==> src/rtl/mem_access_unit_if.sv <==
// Data-memory bus between the MEM-stage access unit (master) and the memory (slave).
interface mem_access_unit_if;
  logic        bus_req;
  logic        bus_we;
  logic [31:0] bus_addr;
  logic [3:0]  bus_wstrb;
  logic [31:0] bus_wdata;
  logic        bus_ack;
  logic [31:0] bus_rdata;
  logic        bus_err;

  modport master (
    output bus_req, bus_we, bus_addr, bus_wstrb, bus_wdata, bus_err,
    input  bus_ack, bus_rdata
  );

  modport slave (
    input  bus_req, bus_we, bus_addr, bus_wstrb, bus_wdata, bus_err,
    output bus_ack, bus_rdata
  );
endinterface

==> src/rtl/mem_access_unit.sv <==
// MEM-stage data-memory controller: req/ack bus transaction with pipeline stall and load extension.
// Optional request timeout enabled by defining MEM_TIMEOUT_EN.
module mem_access_unit #(
  parameter int unsigned TIMEOUT_CYCLES = 255
) (
  input  logic                     clk,
  input  logic                     rst,
  input  logic [2:0]               dmu_mode,
  input  logic                     dmwe,
  input  logic                     dmrd,
  input  logic [31:0]              dm_addr,
  input  logic [31:0]              dm_data,
  output logic [31:0]              ld_data,
  output logic                     ld_valid,
  output logic                     mem_stall,
  output logic                     misalign,
  mem_access_unit_if.master        bus
);

  typedef enum logic [1:0] {IDLE, WAIT, DONE} state_t;

  state_t      state;
  logic [2:0]  mode_p1;
  logic [1:0]  off_p1;
  logic        legal;
  logic        aligned;
  logic        access;
  logic        start;

`ifdef MEM_TIMEOUT_EN
  localparam int CNT_W = $clog2(TIMEOUT_CYCLES + 1);
  logic [CNT_W-1:0] cnt;
`endif

  function automatic logic [3:0] store_strb(input logic [2:0] mode, input logic [1:0] off);
    case (mode[1:0])
      2'b00:   return 4'b0001 << off;
      2'b01:   return 4'b0011 << off;
      default: return 4'b1111;
    endcase
  endfunction

  function automatic logic [31:0] store_data(input logic [2:0] mode, input logic [31:0] data);
    case (mode[1:0])
      2'b00:   return {4{data[7:0]}};
      2'b01:   return {2{data[15:0]}};
      default: return data;
    endcase
  endfunction

  function automatic logic [31:0] load_extend(input logic [2:0] mode, input logic [1:0] off,
                                              input logic [31:0] word);
    logic [31:0]        sh;
    logic signed [7:0]  b;
    logic signed [15:0] h;
    sh = word >> {off, 3'b000};
    b  = sh[7:0];
    h  = sh[15:0];
    case (mode)
      3'b000:  return 32'(b);
      3'b001:  return 32'(h);
      3'b100:  return {24'b0, sh[7:0]};
      3'b101:  return {16'b0, sh[15:0]};
      default: return word;
    endcase
  endfunction

  always_comb begin
    legal = dmu_mode inside {3'b000, 3'b001, 3'b010, 3'b100, 3'b101};
    case (dmu_mode[1:0])
      2'b01:   aligned = ~dm_addr[0];
      2'b10:   aligned = (dm_addr[1:0] == 2'b00);
      default: aligned = 1'b1;
    endcase
    access    = dmrd | dmwe;
    start     = ~rst & (state == IDLE) & access & legal & aligned;
    misalign  = ~rst & (state == IDLE) & access & legal & ~aligned;
    mem_stall = (state == WAIT) | start;
  end

`ifndef MEM_TIMEOUT_EN
  assign bus.bus_err = 1'b0;
`endif

  always_ff @(posedge clk) begin
    if (rst) begin
      state         <= IDLE;
      bus.bus_req   <= 1'b0;
      bus.bus_we    <= 1'b0;
      bus.bus_wstrb <= 4'b0;
      bus.bus_addr  <= 32'b0;
      bus.bus_wdata <= 32'b0;
      ld_valid      <= 1'b0;
      ld_data       <= 32'b0;
      mode_p1       <= 3'b0;
      off_p1        <= 2'b0;
`ifdef MEM_TIMEOUT_EN
      bus.bus_err   <= 1'b0;
      cnt           <= '0;
`endif
    end else begin
      ld_valid <= 1'b0;
`ifdef MEM_TIMEOUT_EN
      bus.bus_err <= 1'b0;
`endif
      case (state)
        // IDLE -> WAIT: latch the request attributes (store wins when both are set)
        IDLE: begin
          if (start) begin
            bus.bus_addr  <= {dm_addr[31:2], 2'b00};
            bus.bus_we    <= dmwe;
            bus.bus_wstrb <= dmwe ? store_strb(dmu_mode, dm_addr[1:0]) : 4'b0;
            bus.bus_wdata <= dmwe ? store_data(dmu_mode, dm_data) : 32'b0;
            bus.bus_req   <= 1'b1;
            mode_p1       <= dmu_mode;
            off_p1        <= dm_addr[1:0];
            state         <= WAIT;
`ifdef MEM_TIMEOUT_EN
            cnt           <= '0;
`endif
          end
        end
        // WAIT -> DONE: capture the extended load word on ack
        WAIT: begin
          if (bus.bus_ack) begin
            bus.bus_req <= 1'b0;
            ld_valid    <= ~bus.bus_we;
            ld_data     <= bus.bus_we ? 32'b0 : load_extend(mode_p1, off_p1, bus.bus_rdata);
            state       <= DONE;
          end
`ifdef MEM_TIMEOUT_EN
          else if (cnt == CNT_W'(TIMEOUT_CYCLES - 1)) begin
            bus.bus_req <= 1'b0;
            bus.bus_err <= 1'b1;
            ld_valid    <= ~bus.bus_we;
            ld_data     <= 32'b0;
            state       <= DONE;
          end else begin
            cnt <= cnt + 1'b1;
          end
`endif
        end
        // DONE -> IDLE unconditionally so the frozen EX/MEM instruction is not replayed
        DONE: begin
          ld_data <= 32'b0;
          state   <= IDLE;
        end
        default: state <= IDLE;
      endcase
    end
  end

endmodule

==> src/flat_wrapper.sv <==
// flat-port wrapper written by rule: the top's interface ports become plain ports
module mem_access_unit_flat 
#(
  parameter int unsigned TIMEOUT_CYCLES = 255
)
  (clk, rst, dmu_mode, dmwe, dmrd, dm_addr, dm_data, ld_data, ld_valid, mem_stall, misalign, bus_bus_req, bus_bus_we, bus_bus_addr, bus_bus_wstrb, bus_bus_wdata, bus_bus_err, bus_bus_ack, bus_bus_rdata);
  mem_access_unit_if bus_i ();
  input  logic clk;
  input  logic rst;
  input  logic [2:0] dmu_mode;
  input  logic dmwe;
  input  logic dmrd;
  input  logic [31:0] dm_addr;
  input  logic [31:0] dm_data;
  output logic [31:0] ld_data;
  output logic ld_valid;
  output logic mem_stall;
  output logic misalign;
  output wire logic [$bits(bus_i.bus_req)-1:0] bus_bus_req;
  output wire logic [$bits(bus_i.bus_we)-1:0] bus_bus_we;
  output wire logic [$bits(bus_i.bus_addr)-1:0] bus_bus_addr;
  output wire logic [$bits(bus_i.bus_wstrb)-1:0] bus_bus_wstrb;
  output wire logic [$bits(bus_i.bus_wdata)-1:0] bus_bus_wdata;
  output wire logic [$bits(bus_i.bus_err)-1:0] bus_bus_err;
  input wire logic [$bits(bus_i.bus_ack)-1:0] bus_bus_ack;
  input wire logic [$bits(bus_i.bus_rdata)-1:0] bus_bus_rdata;
  assign bus_bus_req = bus_i.bus_req;
  assign bus_bus_we = bus_i.bus_we;
  assign bus_bus_addr = bus_i.bus_addr;
  assign bus_bus_wstrb = bus_i.bus_wstrb;
  assign bus_bus_wdata = bus_i.bus_wdata;
  assign bus_bus_err = bus_i.bus_err;
  assign bus_i.bus_ack = bus_bus_ack;
  assign bus_i.bus_rdata = bus_bus_rdata;
  mem_access_unit #(.TIMEOUT_CYCLES(TIMEOUT_CYCLES)) u_core (.clk(clk), .rst(rst), .dmu_mode(dmu_mode), .dmwe(dmwe), .dmrd(dmrd), .dm_addr(dm_addr), .dm_data(dm_data), .ld_data(ld_data), .ld_valid(ld_valid), .mem_stall(mem_stall), .misalign(misalign), .bus(bus_i));
endmodule
==> config.mk <==
export PLATFORM = sky130hd
export DESIGN_NAME = mem_access_unit_flat
export DESIGN_NICKNAME = d
export VERILOG_FILES = /design/src/rtl/mem_access_unit_if.sv /design/src/rtl/mem_access_unit.sv /design/src/flat_wrapper.sv
export SDC_FILE = /design/constraint.sdc
export NUM_CORES = 1
export LEC_CHECK = 0
export ABC_AREA = 1
export ABC_CLOCK_PERIOD_IN_PS = 1700
export CORE_ASPECT_RATIO = 0.6
export CORE_MARGIN = 3
export CORE_UTILIZATION = 40
export CTS_BUF_LIST = sky130_fd_sc_hd__clkbuf_4 sky130_fd_sc_hd__clkbuf_8
export CTS_CLUSTER_DIAMETER = 60
export CTS_CLUSTER_SIZE = 16
export DETAILED_ROUTE_END_ITERATION = 12
export GPL_ROUTABILITY_DRIVEN = 0
export PLACE_DENSITY = 0.76
export SYNTH_ARGS = -nofsm -noshare
export SYNTH_HDL_FRONTEND = slang
export SYNTH_SLANG_ARGS = --single-unit
==> constraint.sdc <==
create_clock -name clk -period 1.7 [get_ports clk]
set_input_delay 0.34 -clock clk [delete_from_list [all_inputs] [get_ports clk]]
set_output_delay 0.34 -clock clk [all_outputs]
set_load 0.02 [all_outputs]
== Word-level counts from Yosys, hierarchy flattened ==
Cells that the tools add are included.
Cells by class
  shifts and indexed selects: 3
  reduce and logical (&&, ||, !) cells: 13
  multiplexer cells: 15
  bitwise logic cells: 13
  equality and inequality tests: 13
Operators with widths (number)
  32-bit case mux with 2 select lines: 2
  32-bit case mux with 4 select lines: 1
  32-bit 2-to-1 mux: 3
  32-bit by 5-bit >> shifter with 16-bit output: 1
  3-bit equality test, second input constant: 4
  4-bit case mux with 2 select lines: 1
  3-bit by 1-bit equality test with 1-bit output, second input constant: 2
  2-bit zero test: 3
  3-bit zero test: 2
  1-bit inverter: 6
  2-bit AND reduction: 3
  1-bit AND: 5
  5-bit nonzero test: 1
  2-bit by 1-bit equality test with 1-bit output, second input constant: 2
  2-bit equality test, second input constant: 2
  2-bit 2-to-1 mux: 2
  4-bit 2-to-1 mux: 1
  1-bit case mux with 2 select lines: 2
  2-bit case mux with 2 select lines: 1
  2-bit nonzero test: 2
  1-bit by 2-bit left shift with 4-bit output, first input constant: 1
  2-bit by 2-bit left shift with 4-bit output, first input constant: 1
  3-bit by 2-bit equality test with 1-bit output, second input constant: 1
  3-bit AND reduction: 1
  other kinds (5): 7
Storage, ports and cells
  bits of input ports: 104
  flip-flop bits (word level): 108
  logic and storage cells: 67

== Longest topological paths before layout ==
  word-level depth: 7
  depth in mapped cells: 12
  mapped depth without buffers: 10

== Worst setup path before layout ==
No wires, ideal clock.
  path kind: in2out
  from: in dmu_mode[0]
  to: out mem_stall
  arrival time: 1.551 ns
  path slack: -0.191 ns
  stages: 10
  path buffers: 2
  cell sequence: inv_1 ha_1 buf_6 nor2_8 inv_4 a21oi_4 nor2_2 nand2_4 buf_2 nand2_1
Between the ends
  longest elaborated chain between the ends: 5
  elaborated cells on any way between the ends: 12
RTL lines
  from (decl): line flat_wrapper.sv:10  | input logic [2:0] dmu_mode;
  3-bit by 1-bit equality test with 1-bit output, or another cell as far along: line mem_access_unit.sv:69  | legal = dmu_mode inside {3'b000, 3'b001, 3'b010, 3'b100, 3'b101};
  5-bit nonzero test: line mem_access_unit.sv:69
  1-bit AND: line mem_access_unit.sv:76  | start = ~rst & (state == IDLE) & access & legal & aligned;
  1-bit AND (*): line mem_access_unit.sv:76
  1-bit bitwise OR (*): line mem_access_unit.sv:78  | mem_stall = (state == WAIT) | start;
  to (decl): line flat_wrapper.sv:17  | output logic mem_stall;
Every way passes the cells marked *; elsewhere a longest branch is shown, timed or not.

== Worst setup path in the final report ==
  from: in dmrd
  to: out mem_stall
Between the ends
  longest elaborated chain between the ends: 5
RTL lines
  from (decl): line flat_wrapper.sv:12  | input logic dmrd;
  1-bit bitwise OR: line mem_access_unit.sv:75  | access = dmrd | dmwe;
  1-bit AND (3 in series): line mem_access_unit.sv:76
  1-bit bitwise OR: line mem_access_unit.sv:78
No other way between the ends.

==> impl_metrics.env <==
export IMPL_async_flop_share_pct=0
export IMPL_cts_buffers=9
export IMPL_power_density_mw_per_mm2=701
export IMPL_finalSetupTns_ns=0
export IMPL_cp_top_family="buffers and inverters"
export IMPL_syn_avg_cell_area_sq_um=6.86
export IMPL_slew_headroom_pct=48.2
export IMPL_drv_slew=0
export IMPL_skew_ns=0.0113
export IMPL_die_h_microns=93.0
export IMPL_netlist_area_sq_mm=0.00504
export IMPL_die_w_microns=151
export IMPL_syn_inst=735
export IMPL_io_buffer_count=206
export IMPL_critPathLaunchType="input pin"
export IMPL_vias=5512
export IMPL_worst_setup_path_type="input pin to primary output"
export IMPL_htree_levels=3
export IMPL_gr_usage_all_layers_pct=23.6
export IMPL_firstDrtPassIters=6
export IMPL_grt_pass1_wl_microns=26400
export IMPL_fin_area_sq_mm=0.00793
export IMPL_finalPower_w=0.00555
export IMPL_drt_wl_total_microns=17300
export IMPL_instances_no_fill=1129
export IMPL_io_pins=210
export IMPL_wl_per_cell_microns=15.3
export IMPL_initial_utilization_pct=41.4
export IMPL_rsz0062_at_grt="yes"
export IMPL_first_global_vias=5030
export IMPL_clk_pin_slew_ns=0.09
export IMPL_ys_seq_elements=108
export IMPL_worstPathMaxFanout=2
export IMPL_path_common_cell="nand2_4"
export IMPL_fin_util_pct=65.1
export IMPL_gr_total_overflow=0
export IMPL_setup_violations=0
export IMPL_hpwlAfterDp_microns=12400
export IMPL_slowest_stage="clkdlybuf4s50_1"
export IMPL_ant_nets=0
export IMPL_synth_edf_count=0
export IMPL_worstPathArrival_ns=1.35
export IMPL_cp_end_kind="primary output"
export IMPL_cts_hold_buf=0
export IMPL_clk_latency_ns=0.36
export IMPL_cpPeakStageDelay_ns=0.41
export IMPL_max_freq_ghz=0.591
export IMPL_yosysSeqAreaShare_pct=42.9
export IMPL_placed_cells=1107
export IMPL_drive_gt1_share_pct=12.3
export IMPL_rows=31
export IMPL_yosysWarnings=0
export IMPL_place_area_sq_mm=0.00745
export IMPL_path_buf_inv=2
export IMPL_min_period_ns=1.69
export IMPL_cts_tree="yes"
export IMPL_hp_class="input pin to flip-flop"
export IMPL_synth_main_ff_cell="dfxtp_1"
export IMPL_grt_max_degree=68
export IMPL_finalHoldViolations=0
export IMPL_peakVddDrop_uv=362
export IMPL_fin_crit_sh_pct=99.6
export IMPL_worst_slew_pin_slew_ns=0.776
export IMPL_leakagePower_nw=4.30
export IMPL_antenna_found_initial=0
export IMPL_yosysUniqueCellTypes=29
export IMPL_vias_per_cell=4.88
export IMPL_layout_area_overhead_vs_synth_pct=57.1
export IMPL_max_cap_violations=0
export IMPL_nets=1067
export IMPL_required_ns=1.36
export IMPL_clk_path_buf_depth=2
export IMPL_path_cells="clkdlybuf4s50_1, or2_4, nand2_2, nor2_4, nand2_4, nand2_4, buf_6"
export IMPL_drt_iter0_markers=547
export IMPL_cts_sinks=108
export IMPL_cts_root_buf="clkbuf_8"
export IMPL_core_area_sq_mm=0.0122
export IMPL_dieArea_sq_mm=0.0140
export IMPL_drc=0
export IMPL_status="complete, no violations"
-- worst paths after layout --
path                                             start                              endpoint  slack [ns]  depth (start not counted)
hold reg to reg   u_core.bus.bus_wdata[8]$_SDFFE_PP0P_  u_core.bus.bus_wdata[8]$_SDFFE_PP0P_        0.47                          2
setup reg to reg          u_core.state[0]$_SDFFE_PP0P_        u_core.mode_p1[1]$_SDFFE_PP0P_        0.11                          9
hold / removal                             dmu_mode[1]        u_core.mode_p1[1]$_SDFFE_PP0P_        0.40                          4
setup / recovery                                  dmrd                             mem_stall       0.007                          7
-- placed cells by master, fill, tap and decap left out, types with 3 or more instances in the layout --
cell type	count
nand2_2	12
nand2_1	272
nand3_1	9
inv_2	5
inv_1	30
buf_12	6
nor2_1	68
o21ai_0	12
clkbuf_8	9
ha_4	3
dfxtp_1	106
o22ai_1	6
dlymetal6s2s_1	65
o211ai_1	6
conb_1	3
dlygate4sd2_1	29
nor2_4	3
nor3_1	3
buf_4	46
clkdlybuf4s50_1	107
o31ai_1	6
a21oi_1	123
a21oi_2	11
-- repair_timing --
item,4_1_cts,5_1_grt
pin swaps,8,3
gates cloned,1,0
hold endpoints to repair,0,0
resized for setup,62,72
buffers inserted,4,2
endpoints found under the setup margin,102,96
-- Yosys cell counts (all sizes together), types with 5 or more instances --
cell type | count | share of area, %
nand2 | 286 | 22
a21oi | 135 | 14
dfxtp | 108 | 43
nor2 | 73 | 6.3
inv | 36 | 2.7
clkbuf | 24 | 1.8
buf | 23 | 3.8
o21ai | 13 | 1.4
nand3 | 9 | 0.89
o211ai | 6 | 0.89
o22ai | 6 | 0.74
o31ai | 6 | 0.89
nor3 | 5 | 0.50
-- flip-flops by register name (all words and copies together), names as in the netlist --
name and count:
u_core.bus.bus_req 1, u_core.mode_p1 3, u_core.bus.bus_wdata 32, u_core.bus.bus_wstrb 4
u_core.bus.bus_addr 30, u_core.ld_data 32, u_core.off_p1 2, u_core.ld_valid 1
u_core.bus.bus_we 1, u_core.state 2
-- stage by stage --
step,hold slack (ns),worst slack (ns)
final,0.403,0.00672
after CTS,0.384,-0.0110
after detailed placement,0.455,-0.875
after floorplan,0.467,-0.0366
after global placement,0.451,-0.830
after global routing,0.394,-0.0462
-- logic make-up after synthesis --
group | Yosys count | share of synthesized area [%]
buffers and inverters | 83 | 8.29
other | 1 | 0.0744
DFF | 108 | 42.9
AOI/OAI and AO/OA | 166 | 18.3
and+or+nand+nor | 374 | 29.8
adders and majority gates | 3 | 0.744
-- layer usage --
metal | vias to the layer above | GRT usage [%] | wire, microns
met5 | - | 0 | 0
met4 | 0 | 4.15 | 170
met3 | 17 | 7.89 | 1970
met2 | 250 | 32.9 | 6960
met1 | 2452 | 35.3 | 8150
li1 | 2793 | - | -
-- layout make-up --
cell class	count	area (sq um)
fillers	1125	4250
repair buffers	258	2650
multi-input cells	547	2560
flip-flops and latches	108	2160
well taps	165	206
inverters	36	138
clock buffers	9	124
clock inverters	5	78.8
diodes	1	2.50
-- tightest hold or removal path, stage by stage --
cell	delay (ns)
buf_2	0.12
buf_6	0.12
nand2_1	0.08
a21oi_1	0.06
-- report_power, final --
part / switching [W] / total [W] / internal [W]
registers: 0.0000434 / 0.00265 / 0.00261
logic: 0.000655 / 0.00123 / 0.000573
clock network: 0.000860 / 0.00167 / 0.000813
Power figures use the tool's default switching activity.
